<file path="config.mk">
export PLATFORM = sky130hd
export DESIGN_NAME = dmem_arbiter_flat
export DESIGN_NICKNAME = d
export VERILOG_FILES = /design/src/rtl/dmem_arbiter_if.sv /design/src/rtl/dmem_arbiter.sv /design/src/flat_wrapper.sv
export SDC_FILE = /design/constraint.sdc
export NUM_CORES = 1
export LEC_CHECK = 0
export ABC_AREA = 1
export BUFFER_PORTS_ARGS = -buffer_cell sky130_fd_sc_hd__buf_2
export CAP_MARGIN = 20
export CORE_UTILIZATION = 36
export CTS_BUF_LIST = sky130_fd_sc_hd__clkbuf_16
export DETAILED_ROUTE_END_ITERATION = 8
export PLACE_DENSITY = 0.77
export SYNTH_ARGS = -nofsm -noshare
export SYNTH_HDL_FRONTEND = slang
export SYNTH_SLANG_ARGS = --single-unit
</file>
<file path="constraint.sdc">
create_clock -name clk -period 2.15 [get_ports clk]
set_input_delay 0.215 -clock clk [delete_from_list [all_inputs] [get_ports clk]]
set_output_delay 0.215 -clock clk [all_outputs]
set_load 0.01 [all_outputs]
</file>
<file path="src/rtl/dmem_arbiter_if.sv">
// Bus bundle between the two requesters, the dmem_arbiter and the data memory.
// slave = arbiter side, master = requester/memory environment side.
interface dmem_arbiter_if #(
    parameter int ADDR_W = 6,
    parameter int DATA_W = 32
);
    logic              req0;
    logic              req1;
    logic              we0;
    logic              we1;
    logic [2:0]        size0;
    logic [2:0]        size1;
    logic [ADDR_W-1:0] addr0;
    logic [ADDR_W-1:0] addr1;
    logic [DATA_W-1:0] wdata0;
    logic [DATA_W-1:0] wdata1;
    logic              ack0;
    logic              ack1;
    logic              err;
    logic [DATA_W-1:0] rdata;
    logic              busy;
    logic              mem_read;
    logic              mem_write;
    logic [2:0]        mem_choose;
    logic [ADDR_W-1:0] mem_addr;
    logic [DATA_W-1:0] mem_wdata;
    logic [DATA_W-1:0] mem_rdata;

    modport slave (
        input  req0, req1, we0, we1, size0, size1, addr0, addr1, wdata0, wdata1, mem_rdata,
        output ack0, ack1, err, rdata, busy, mem_read, mem_write, mem_choose, mem_addr, mem_wdata
    );

    modport master (
        output req0, req1, we0, we1, size0, size1, addr0, addr1, wdata0, wdata1, mem_rdata,
        input  ack0, ack1, err, rdata, busy, mem_read, mem_write, mem_choose, mem_addr, mem_wdata
    );
endinterface

</file>
<file path="src/rtl/dmem_arbiter.sv">
// Two-port arbiter and access sequencer for the shared single-port data memory.
// One access at a time: IDLE -> ACCESS -> DONE; illegal commands go straight to DONE.
module dmem_arbiter #(
    parameter int ADDR_W     = 6,
    parameter int DATA_W     = 32,
    parameter int FIXED_PRIO = 0
) (
    input  logic          clk,
    input  logic          rst_n,
    dmem_arbiter_if.slave bus_io
);
    typedef enum logic [1:0] {
        S_IDLE   = 2'b00,
        S_ACCESS = 2'b01,
        S_DONE   = 2'b10
    } state_t;

    state_t            state_q, state_d;
    logic              rr_q, rr_d;
    logic              port_q, port_d;
    logic              we_q, we_d;
    logic              err_q, err_d;
    logic [2:0]        size_q, size_d;
    logic [ADDR_W-1:0] addr_q, addr_d;
    logic [DATA_W-1:0] wdata_q, wdata_d;
    logic [DATA_W-1:0] rdata_q, rdata_d;
    logic              ack0_q, ack0_d;
    logic              ack1_q, ack1_d;
    logic              err_o_q, err_o_d;
    logic              busy_q, busy_d;
    logic              rd_q, rd_d;
    logic              wr_q, wr_d;

    logic              any_req_s;
    logic              sel_s;
    logic              sel_we_s;
    logic [2:0]        sel_size_s;
    logic [ADDR_W-1:0] sel_addr_s;
    logic [DATA_W-1:0] sel_wdata_s;
    logic              legal_s;

    // Unsigned sub-word codes only make sense for loads; 011/110/111 are undefined.
    function automatic logic cmd_legal(input logic we, input logic [2:0] size);
        logic ok;
        case (size)
            3'b000, 3'b001, 3'b010: ok = 1'b1;
            3'b100, 3'b101:         ok = ~we;
            default:                ok = 1'b0;
        endcase
        return ok;
    endfunction

    // Winner selection and legality of the winning command.
    always_comb begin
        any_req_s = bus_io.req0 | bus_io.req1;
        if (bus_io.req0 && bus_io.req1) begin
            sel_s = (FIXED_PRIO != 0) ? 1'b0 : rr_q;
        end else begin
            sel_s = bus_io.req1;
        end
        sel_we_s    = sel_s ? bus_io.we1    : bus_io.we0;
        sel_size_s  = sel_s ? bus_io.size1  : bus_io.size0;
        sel_addr_s  = sel_s ? bus_io.addr1  : bus_io.addr0;
        sel_wdata_s = sel_s ? bus_io.wdata1 : bus_io.wdata0;
        legal_s     = cmd_legal(sel_we_s, sel_size_s);
    end

    // Next-state and next-output logic; outputs are computed one cycle ahead and registered.
    always_comb begin
        state_d = state_q;
        rr_d    = rr_q;
        port_d  = port_q;
        we_d    = we_q;
        size_d  = size_q;
        addr_d  = addr_q;
        wdata_d = wdata_q;
        err_d   = err_q;
        rdata_d = rdata_q;
        ack0_d  = 1'b0;
        ack1_d  = 1'b0;
        err_o_d = 1'b0;
        rd_d    = 1'b0;
        wr_d    = 1'b0;
        case (state_q)
            S_IDLE: begin
                if (any_req_s) begin
                    port_d  = sel_s;
                    we_d    = sel_we_s;
                    size_d  = sel_size_s;
                    addr_d  = sel_addr_s;
                    wdata_d = sel_wdata_s;
                    if (legal_s) begin
                        err_d   = 1'b0;
                        state_d = S_ACCESS;
                        rd_d    = ~sel_we_s;
                        wr_d    = sel_we_s;
                    end else begin
                        err_d   = 1'b1;
                        state_d = S_DONE;
                        ack0_d  = ~sel_s;
                        ack1_d  = sel_s;
                        err_o_d = 1'b1;
                        rdata_d = {DATA_W{1'b0}};
                    end
                end else begin
                    state_d = S_IDLE;
                end
            end
            S_ACCESS: begin
                state_d = S_DONE;
                ack0_d  = ~port_q;
                ack1_d  = port_q;
                err_o_d = err_q;
                rdata_d = we_q ? {DATA_W{1'b0}} : bus_io.mem_rdata;
            end
            S_DONE: begin
                state_d = S_IDLE;
                rr_d    = ~port_q;
            end
            default: begin
                state_d = S_IDLE;
            end
        endcase
        busy_d = (state_d != S_IDLE);
    end

    // State and output registers; reset drops the memory strobes immediately.
    always_ff @(posedge clk or negedge rst_n) begin
        if (!rst_n) begin
            state_q <= S_IDLE;
            rr_q    <= 1'b0;
            port_q  <= 1'b0;
            we_q    <= 1'b0;
            err_q   <= 1'b0;
            size_q  <= 3'b000;
            addr_q  <= {ADDR_W{1'b0}};
            wdata_q <= {DATA_W{1'b0}};
            rdata_q <= {DATA_W{1'b0}};
            ack0_q  <= 1'b0;
            ack1_q  <= 1'b0;
            err_o_q <= 1'b0;
            busy_q  <= 1'b0;
            rd_q    <= 1'b0;
            wr_q    <= 1'b0;
        end else begin
            state_q <= state_d;
            rr_q    <= rr_d;
            port_q  <= port_d;
            we_q    <= we_d;
            err_q   <= err_d;
            size_q  <= size_d;
            addr_q  <= addr_d;
            wdata_q <= wdata_d;
            rdata_q <= rdata_d;
            ack0_q  <= ack0_d;
            ack1_q  <= ack1_d;
            err_o_q <= err_o_d;
            busy_q  <= busy_d;
            rd_q    <= rd_d;
            wr_q    <= wr_d;
        end
    end

    assign bus_io.ack0       = ack0_q;
    assign bus_io.ack1       = ack1_q;
    assign bus_io.err        = err_o_q;
    assign bus_io.rdata      = rdata_q;
    assign bus_io.busy       = busy_q;
    assign bus_io.mem_read   = rd_q;
    assign bus_io.mem_write  = wr_q;
    assign bus_io.mem_choose = size_q;
    assign bus_io.mem_addr   = addr_q;
    assign bus_io.mem_wdata  = wdata_q;
endmodule

</file>
<file path="src/flat_wrapper.sv">
// flat-port wrapper written by rule: the top's interface ports become plain ports
module dmem_arbiter_flat 
#(
    parameter int ADDR_W     = 6,
    parameter int DATA_W     = 32,
    parameter int FIXED_PRIO = 0
)
  (clk, rst_n, bus_io_req0, bus_io_req1, bus_io_we0, bus_io_we1, bus_io_size0, bus_io_size1, bus_io_addr0, bus_io_addr1, bus_io_wdata0, bus_io_wdata1, bus_io_mem_rdata, bus_io_ack0, bus_io_ack1, bus_io_err, bus_io_rdata, bus_io_busy, bus_io_mem_read, bus_io_mem_write, bus_io_mem_choose, bus_io_mem_addr, bus_io_mem_wdata);
  dmem_arbiter_if #(.ADDR_W(ADDR_W), .DATA_W(DATA_W)) bus_io_i ();
  input  logic clk;
  input  logic rst_n;
  input wire logic [$bits(bus_io_i.req0)-1:0] bus_io_req0;
  input wire logic [$bits(bus_io_i.req1)-1:0] bus_io_req1;
  input wire logic [$bits(bus_io_i.we0)-1:0] bus_io_we0;
  input wire logic [$bits(bus_io_i.we1)-1:0] bus_io_we1;
  input wire logic [$bits(bus_io_i.size0)-1:0] bus_io_size0;
  input wire logic [$bits(bus_io_i.size1)-1:0] bus_io_size1;
  input wire logic [$bits(bus_io_i.addr0)-1:0] bus_io_addr0;
  input wire logic [$bits(bus_io_i.addr1)-1:0] bus_io_addr1;
  input wire logic [$bits(bus_io_i.wdata0)-1:0] bus_io_wdata0;
  input wire logic [$bits(bus_io_i.wdata1)-1:0] bus_io_wdata1;
  input wire logic [$bits(bus_io_i.mem_rdata)-1:0] bus_io_mem_rdata;
  output wire logic [$bits(bus_io_i.ack0)-1:0] bus_io_ack0;
  output wire logic [$bits(bus_io_i.ack1)-1:0] bus_io_ack1;
  output wire logic [$bits(bus_io_i.err)-1:0] bus_io_err;
  output wire logic [$bits(bus_io_i.rdata)-1:0] bus_io_rdata;
  output wire logic [$bits(bus_io_i.busy)-1:0] bus_io_busy;
  output wire logic [$bits(bus_io_i.mem_read)-1:0] bus_io_mem_read;
  output wire logic [$bits(bus_io_i.mem_write)-1:0] bus_io_mem_write;
  output wire logic [$bits(bus_io_i.mem_choose)-1:0] bus_io_mem_choose;
  output wire logic [$bits(bus_io_i.mem_addr)-1:0] bus_io_mem_addr;
  output wire logic [$bits(bus_io_i.mem_wdata)-1:0] bus_io_mem_wdata;
  assign bus_io_i.req0 = bus_io_req0;
  assign bus_io_i.req1 = bus_io_req1;
  assign bus_io_i.we0 = bus_io_we0;
  assign bus_io_i.we1 = bus_io_we1;
  assign bus_io_i.size0 = bus_io_size0;
  assign bus_io_i.size1 = bus_io_size1;
  assign bus_io_i.addr0 = bus_io_addr0;
  assign bus_io_i.addr1 = bus_io_addr1;
  assign bus_io_i.wdata0 = bus_io_wdata0;
  assign bus_io_i.wdata1 = bus_io_wdata1;
  assign bus_io_i.mem_rdata = bus_io_mem_rdata;
  assign bus_io_ack0 = bus_io_i.ack0;
  assign bus_io_ack1 = bus_io_i.ack1;
  assign bus_io_err = bus_io_i.err;
  assign bus_io_rdata = bus_io_i.rdata;
  assign bus_io_busy = bus_io_i.busy;
  assign bus_io_mem_read = bus_io_i.mem_read;
  assign bus_io_mem_write = bus_io_i.mem_write;
  assign bus_io_mem_choose = bus_io_i.mem_choose;
  assign bus_io_mem_addr = bus_io_i.mem_addr;
  assign bus_io_mem_wdata = bus_io_i.mem_wdata;
  dmem_arbiter #(.ADDR_W(ADDR_W), .DATA_W(DATA_W), .FIXED_PRIO(FIXED_PRIO)) u_core (.clk(clk), .rst_n(rst_n), .bus_io(bus_io_i));
endmodule
</file>
# Yosys cells after proc, flatten, opt, wreduce, memory -nomap -nowiden
# Index checks and enable logic that the tools add are counted.
totals:
  ff_bits: 85
  out_inout_bits: 79
  wordCells: 64
classes:
  n_eq_ne: 8
  muxes: 28
  bitwise_logic: 4
  n_reduce_logical: 9
ops:
  columns: ["operator", "n"]
  rows:
  - ["2-to-1 mux 32 bit", 4]
  - ["one-hot mux 32 bit (2 select lines)", 1]
  - ["2-to-1 mux 1 bit", 14]
  - ["one-hot mux 1 bit (2 select lines)", 4]
  - ["equality test 3 bit, second input constant", 2]
  - ["2-to-1 mux 6 bit", 1]
  - ["2-to-1 mux 2 bit", 2]
  - ["one-hot mux 2 bit (2 select lines)", 1]
  - ["nonzero test 2 bit", 2]
  - ["equality test 3 x 1 -> 1 bit, second input constant", 1]
  - ["equality test 3 x 2 -> 1 bit, second input constant", 1]
  - ["logical NOT 3 bit", 1]
  - ["2-to-1 mux 3 bit", 1]
  - ["inverter 1 bit", 3]
  - ["AND reduction 3 bit", 1]
  - ["OR reduction 3 bit", 1]
  - ["equality test 2 x 1 -> 1 bit, second input constant", 1]
  - ["equality test 2 bit, second input constant", 1]
  - ["logical NOT 2 bit", 1]
  - ["!= test 2 x 1 -> 1 bit, second input constant", 1]
  - ["!= test 2 bit, second input constant", 1]
  - ["AND reduction 2 bit", 1]
  - ["OR reduction 2 bit", 1]
  - ["logical AND 1 bit", 1]
  - ["bitwise OR 1 bit", 1]

# Depth between registers and ports, before layout
depth:
  word_depth: 10
  depth_mapped: 11

# Worst setup path after synthesis
# OpenSTA, ideal clock, no wires.
synth_path:
  path_kind: "reg2reg"
  from: "reg u_core.rr_q"
  to: "reg u_core.rdata_q[2] (netlist: u_core.bus_io.rdata[2])"
  setup_ns: 0.118
  t_arrival_ns: 1.219
  required_ns: 2.032
  slack_ns: 0.814
  path_stages_with_launch: 12
  path_buffers: 1
  path_cell_list: "dfrtp_1 > inv_1 > nand2_2 > nand2_4 > nand2_2 > nand2_1 > nand2_1 > nand2_2 > nand3_4 > buf_8 > nand3_1 > nand2_1"
synth_via:
  elab_chain_cells: 7
  elab_cells_between_ends: 14
  cone_classes: "5 x eq/ne; 4 x mux; 1 x bitwise; 4 x reduce/logical"
synth_rtl:
  columns: ["element", "line", "text"]
  rows:
  - ["start, declared", "dmem_arbiter.sv:19", "logic rr_q, rr_d;"]
  - ["start signal, assigned", "dmem_arbiter.sv:147", "rr_q <= rr_d;"]
  - ["2-to-1 mux 1 bit *", "dmem_arbiter.sv:56", "if (bus_io.req0 && bus_io.req1) begin"]
  - ["2-to-1 mux 3 bit", "dmem_arbiter.sv:62", "sel_size_s = sel_s ? bus_io.size1 : bus_io.size0;"]
  - ["equality test 3 x 1 -> 1 bit (tied with other cells)", "dmem_arbiter.sv:45", "case (size)"]
  - ["OR reduction 3 bit or OR reduction 2 bit (tied branches)", "dmem_arbiter.sv:45", null]
  - ["one-hot mux 1 bit (2 select lines) *", "dmem_arbiter.sv:45", null]
  - ["!= test 2 bit (no source line) *", null, null]
  - ["AND reduction 3 bit (no source line) *", null, null]
  - ["end signal, assigned", "dmem_arbiter.sv:138", "rdata_q <= {DATA_W{1'b0}};"]
  - ["end signal, assigned", "dmem_arbiter.sv:154", "rdata_q <= rdata_d;"]
  - ["end, declared", "dmem_arbiter.sv:26", "logic [DATA_W-1:0] rdata_q, rdata_d;"]
# Mark *: on every way between the ends. The rest lies on a longest branch, timed or not.
# A chain may end at the register's enable or synchronous reset.

# Worst setup path after layout
layout_path:
  from: "reg u_core.rr_q"
  to: "reg u_core.wdata_q[16] (netlist: u_core.bus_io.mem_wdata[16])"
layout_via:
  elab_chain_cells: 2
layout_rtl:
  columns: ["element", "line", "text"]
  rows:
  - ["2-to-1 mux 1 bit", "dmem_arbiter.sv:56", null]
  - ["2-to-1 mux 32 bit", "dmem_arbiter.sv:64", "sel_wdata_s = sel_s ? bus_io.wdata1 : bus_io.wdata0;"]
  - ["end signal, assigned", "dmem_arbiter.sv:137", "wdata_q <= {DATA_W{1'b0}};"]
  - ["end signal, assigned", "dmem_arbiter.sv:153", "wdata_q <= wdata_d;"]
  - ["end, declared", "dmem_arbiter.sv:25", "logic [DATA_W-1:0] wdata_q, wdata_d;"]
# Every way passes these cells.

==> summary.md <==
| Metric | Value |
|---|---|
| Worst path cell trace | inv_1 -> nand2_2 -> nand2_4 -> inv_1 -> o21ai_0 -> o21ai_0 |
| Arr. time, crit path | 2.17 ns |
| Initial DRC Count | 79 |
| Area of all placed cells without fillers | 0.00505 mm² |
| Wire length reported by the detailed router | 9.69 mm |
| Predominant post-synthesis flop cell | sky130_fd_sc_hd__dfrtp_1 |
| Growth of design area from synthesis to finish | 38.5% |
| Worst reg2reg path endpoint | u_core.bus_io.mem_wdata[16] |
| Startpoint of the worst-slack reg-to-reg timing path | u_core.rr_q |
| Maximum frequency from static timing analysis | 518 MHz |
| Clock skew after layout | 0.00529 ns |
| Largest delay contributor family on the critical path | buffers and inverters |
| Setup WS post-layout | 0.220 ns |
| Sequential Area | 0.00213 mm² |
| Area share of the leading cell type in the synthesized netlist | 58.3% |
| CP Class | register to register |
| I/O pin count | 199 |
| Required arrival time at the worst endpoint | 2.39 ns |
| Placeable core region | 0.00982 mm² |
| Place WS | 0.198 ns |
| Post-Synthesis Net Count | 533 |
| CTS buffer count | 9 |
| DP Wirelength | 7.06 mm |
| Detail-routed net length per standard cell | 13.1 µm |
| Leak pwr | 0.00278 µW |
| Slowest CP cell | sky130_fd_sc_hd__inv_1 |
| DRC Markers | 0 |
| Depth of the worst register-to-register path | 6 |
| Sequential-to-total area share from yosys stat | 58.3% |
| Starting density of the core | 37.2% |
| Final Hold Fails | 0 |
| Post-synthesis instance area | 0.00365 mm² |
| Count of TritonRoute iterations in the first routing pass | 4 |
| Least-Margin Pin Slew | 1.02 ns |
| Buffering stage count on the worst path with inverters included | 2 |
| Depth of the worst hold-timing path | 3 |
| Grt ovf | 0 |
| FF+latch count, synth | 85 |
| Origin of the worst min-delay path | bus_io_mem_rdata[13] |
| Clock Sinks | 85 |
| Site Rows | 36 |
| Maximum VDD drop | 0.514 mV |
| Dominant cell by count in the synthesized netlist | sky130_fd_sc_hd__nand2_1 |
| Fill cell total of the finished layout | 942 |
| Relative slew slack | 32.0% |
| Width of the die | 103 µm |
| Layout cells sized above 1 | 39.3% |
| Combined global-route utilization of all metal layers | 18.4% |
| Ratio of routed vias to standard cells | 4.82 |
| Post-Syn Instances | 413 |
| Delay of the slowest critical-path stage | 0.80 ns |
| Synth area leader | sky130_fd_sc_hd__dfrtp_1 |
| Setup slack of the most critical reg-to-reg path | 0.22 ns |
| Run status | finished, final reports clean |
| Antenna violations before repair | 1 |
| Post-synthesis cell type count | 23 |
| Final #Nets | 723 |
| First-pass GRT wire length | 14.9 mm |
| Overall die area | 0.0105 mm² |
| EDFF count, synth | 0 |
| Unrepaired setup endpoints after global routing | false |
| Endpoint class of the critical path | register |
| Max-slew violation count | 0 |
| Clock latency at the later pin of the worst-skew pair | 0.33 ns |
| Routed Antenna Nets | 0 |
| Destination of the worst hold path | u_core.bus_io.rdata[13] |
| Number of global-route vias before repair | 3256 |
| CTS root buffer | sky130_fd_sc_hd__clkbuf_16 |
| Count of input and output buffers | 198 |
| Dominant cells by area after synthesis | sky130_fd_sc_hd__dfrtp_1 58%, sky130_fd_sc_hd__nand2_1 12%, sky130_fd_sc_hd__o21ai_0 9.5%, sky130_fd_sc_hd__nor2_1 4.2%, sky130_fd_sc_hd__nand3_1 3.6% |
| Proportion of register bits with asynchronous set or reset after synthesis | 100% |
| Setup-failing EPs final | 0 |
| Syn_area_per_cell | 8.83 µm² |
| Crit-path max FO | 40 |
| MaxCap Viol Count | 0 |
| Pin count of the biggest net entering global routing | 48 |
| Total negative slack | 0 ns |
| Type of the most critical hold path | primary input to register |
| Last weighted congestion value of the routability-driven placer | 0.842 |
| CTS HTree Levels | 3 |
| Die height | 103 µm |
| Clock slew at the register clock pins of the worst setup and hold paths | 0.06 ns |
| Placed inst area | 0.00472 mm² |
| Yosys warnings | 0 |
| Final period utilization | 89.8% |
| Footprint of the multi-input gates | 0.00134 mm² |
| Startpoint class of the critical path | register |
| Power density cells | 1390 mW/mm² |
| Final period demand of the worst path | 1.93 ns |
| CTS tree | yes |
| Antenna diode instance count | 0 |
| Most frequent cells after synthesis | 117 x sky130_fd_sc_hd__nand2_1, 85 x sky130_fd_sc_hd__dfrtp_1, 69 x sky130_fd_sc_hd__o21ai_0, 41 x sky130_fd_sc_hd__nor2_1, 26 x sky130_fd_sc_hd__nand3_1 |
| Vias after detailed routing | 3574 |
| Maximum clock insertion buffer count | 2 |
| Final worst hold slack | 0.0823 ns |
[routing by layer]
metal  vias up  share of wire [%]  global-route usage (%)
met5         -               0.10                       0
met4         2                2.1                    8.68
met3        18                5.6                    3.73
met2       142                 48                    31.2
met1      1686                 44                    22.5
li1       1726                  -                       -
[how the worst max path moves through the flow]
stage	startpoint	to	slack (ns)	depth (start not counted)
floorplan	u_core.rr_q	u_core.bus_io.rdata[2]	0.81	11
global placement	u_core.rr_q	u_core.bus_io.ack0	0.23	9
detailed placement	u_core.rr_q	u_core.bus_io.ack0	0.20	9
CTS	u_core.rr_q	u_core.bus_io.ack0	0.17	9
global route	u_core.rr_q	u_core.bus_io.mem_wdata[27]	0.02	6
finish	u_core.rr_q	u_core.bus_io.mem_wdata[16]	0.22	6
[tightest hold or removal path: cells and delay by family]
family / cells / cell delay, ns
AND/OR/NAND/NOR: 2 / 0.09
buffers and inverters: 1 / 0.07
[power breakdown]
group | internal, µW | switching (µW)
sequential | 2340 | 402
combinational | 1010 | 1630
clock | 1020 | 634
total | 4380 | 2660
[cells by family (layout without fill, tap and decap cells)]
logic type,after synthesis,in the layout,share of synthesized area (%)
AND/OR/NAND/NOR,200,200,24.0
AO/OA/AOI/OAI,91,91,12.7
flip-flops,85,85,58.3
buffers and inverters,37,232,5.04
[layout make-up]
type / count / area share, %
Timing Repair Buffer: 204 / 20.8
Tap cell: 133 / 3.29
Multi-Input combinational cell: 291 / 26.5
Clock inverter: 7 / 1.96
Clock buffer: 9 / 4.46
Sequential cell: 85 / 42.1
Inverter: 12 / 0.891
[state kept, by name (all words and copies together) (netlist names), 2 cells and up]
signal                    flops
u_core.bus_io.rdata          32
u_core.bus_io.mem_wdata      32
u_core.bus_io.mem_addr        6
u_core.state_q                2
u_core.bus_io.mem_choose      3
[timing repair]
item                                    in CTS  in global routing
endpoints found under the setup margin       0                  1
hold buffers                                 1                  0
endpoints found under the hold margin       38                  0
gates resized for setup                      0                  1
setup buffers                                0                  0
[placed cells by master, fill, tap and decap left out, drive strengths merged]
cell type,Yosys,layout
o21ai,86,86
clkinvlp,0,1
nand3,35,35
a21oi,2,2
buf,20,203
nand2,122,122
dfrtp,85,85
inv,12,13
clkinv,0,3
o22ai,1,1
dlygate4sd3,0,1
nor2,43,43
bufinv,0,2
a31oi,2,2
clkbuf,5,9
[per-stage QoR]
step	power, µW	instances	utilization, %
6_report	7040	741	51.5
5_1_grt	7580	741	51.5
4_1_cts	7120	741	51.5
3_5_place_dp	5450	724	48.1
3_3_place_gp	5330	724	48.1
2_1_floorplan	4310	413	-
Note: power is estimated with default switching activity, not from simulation.
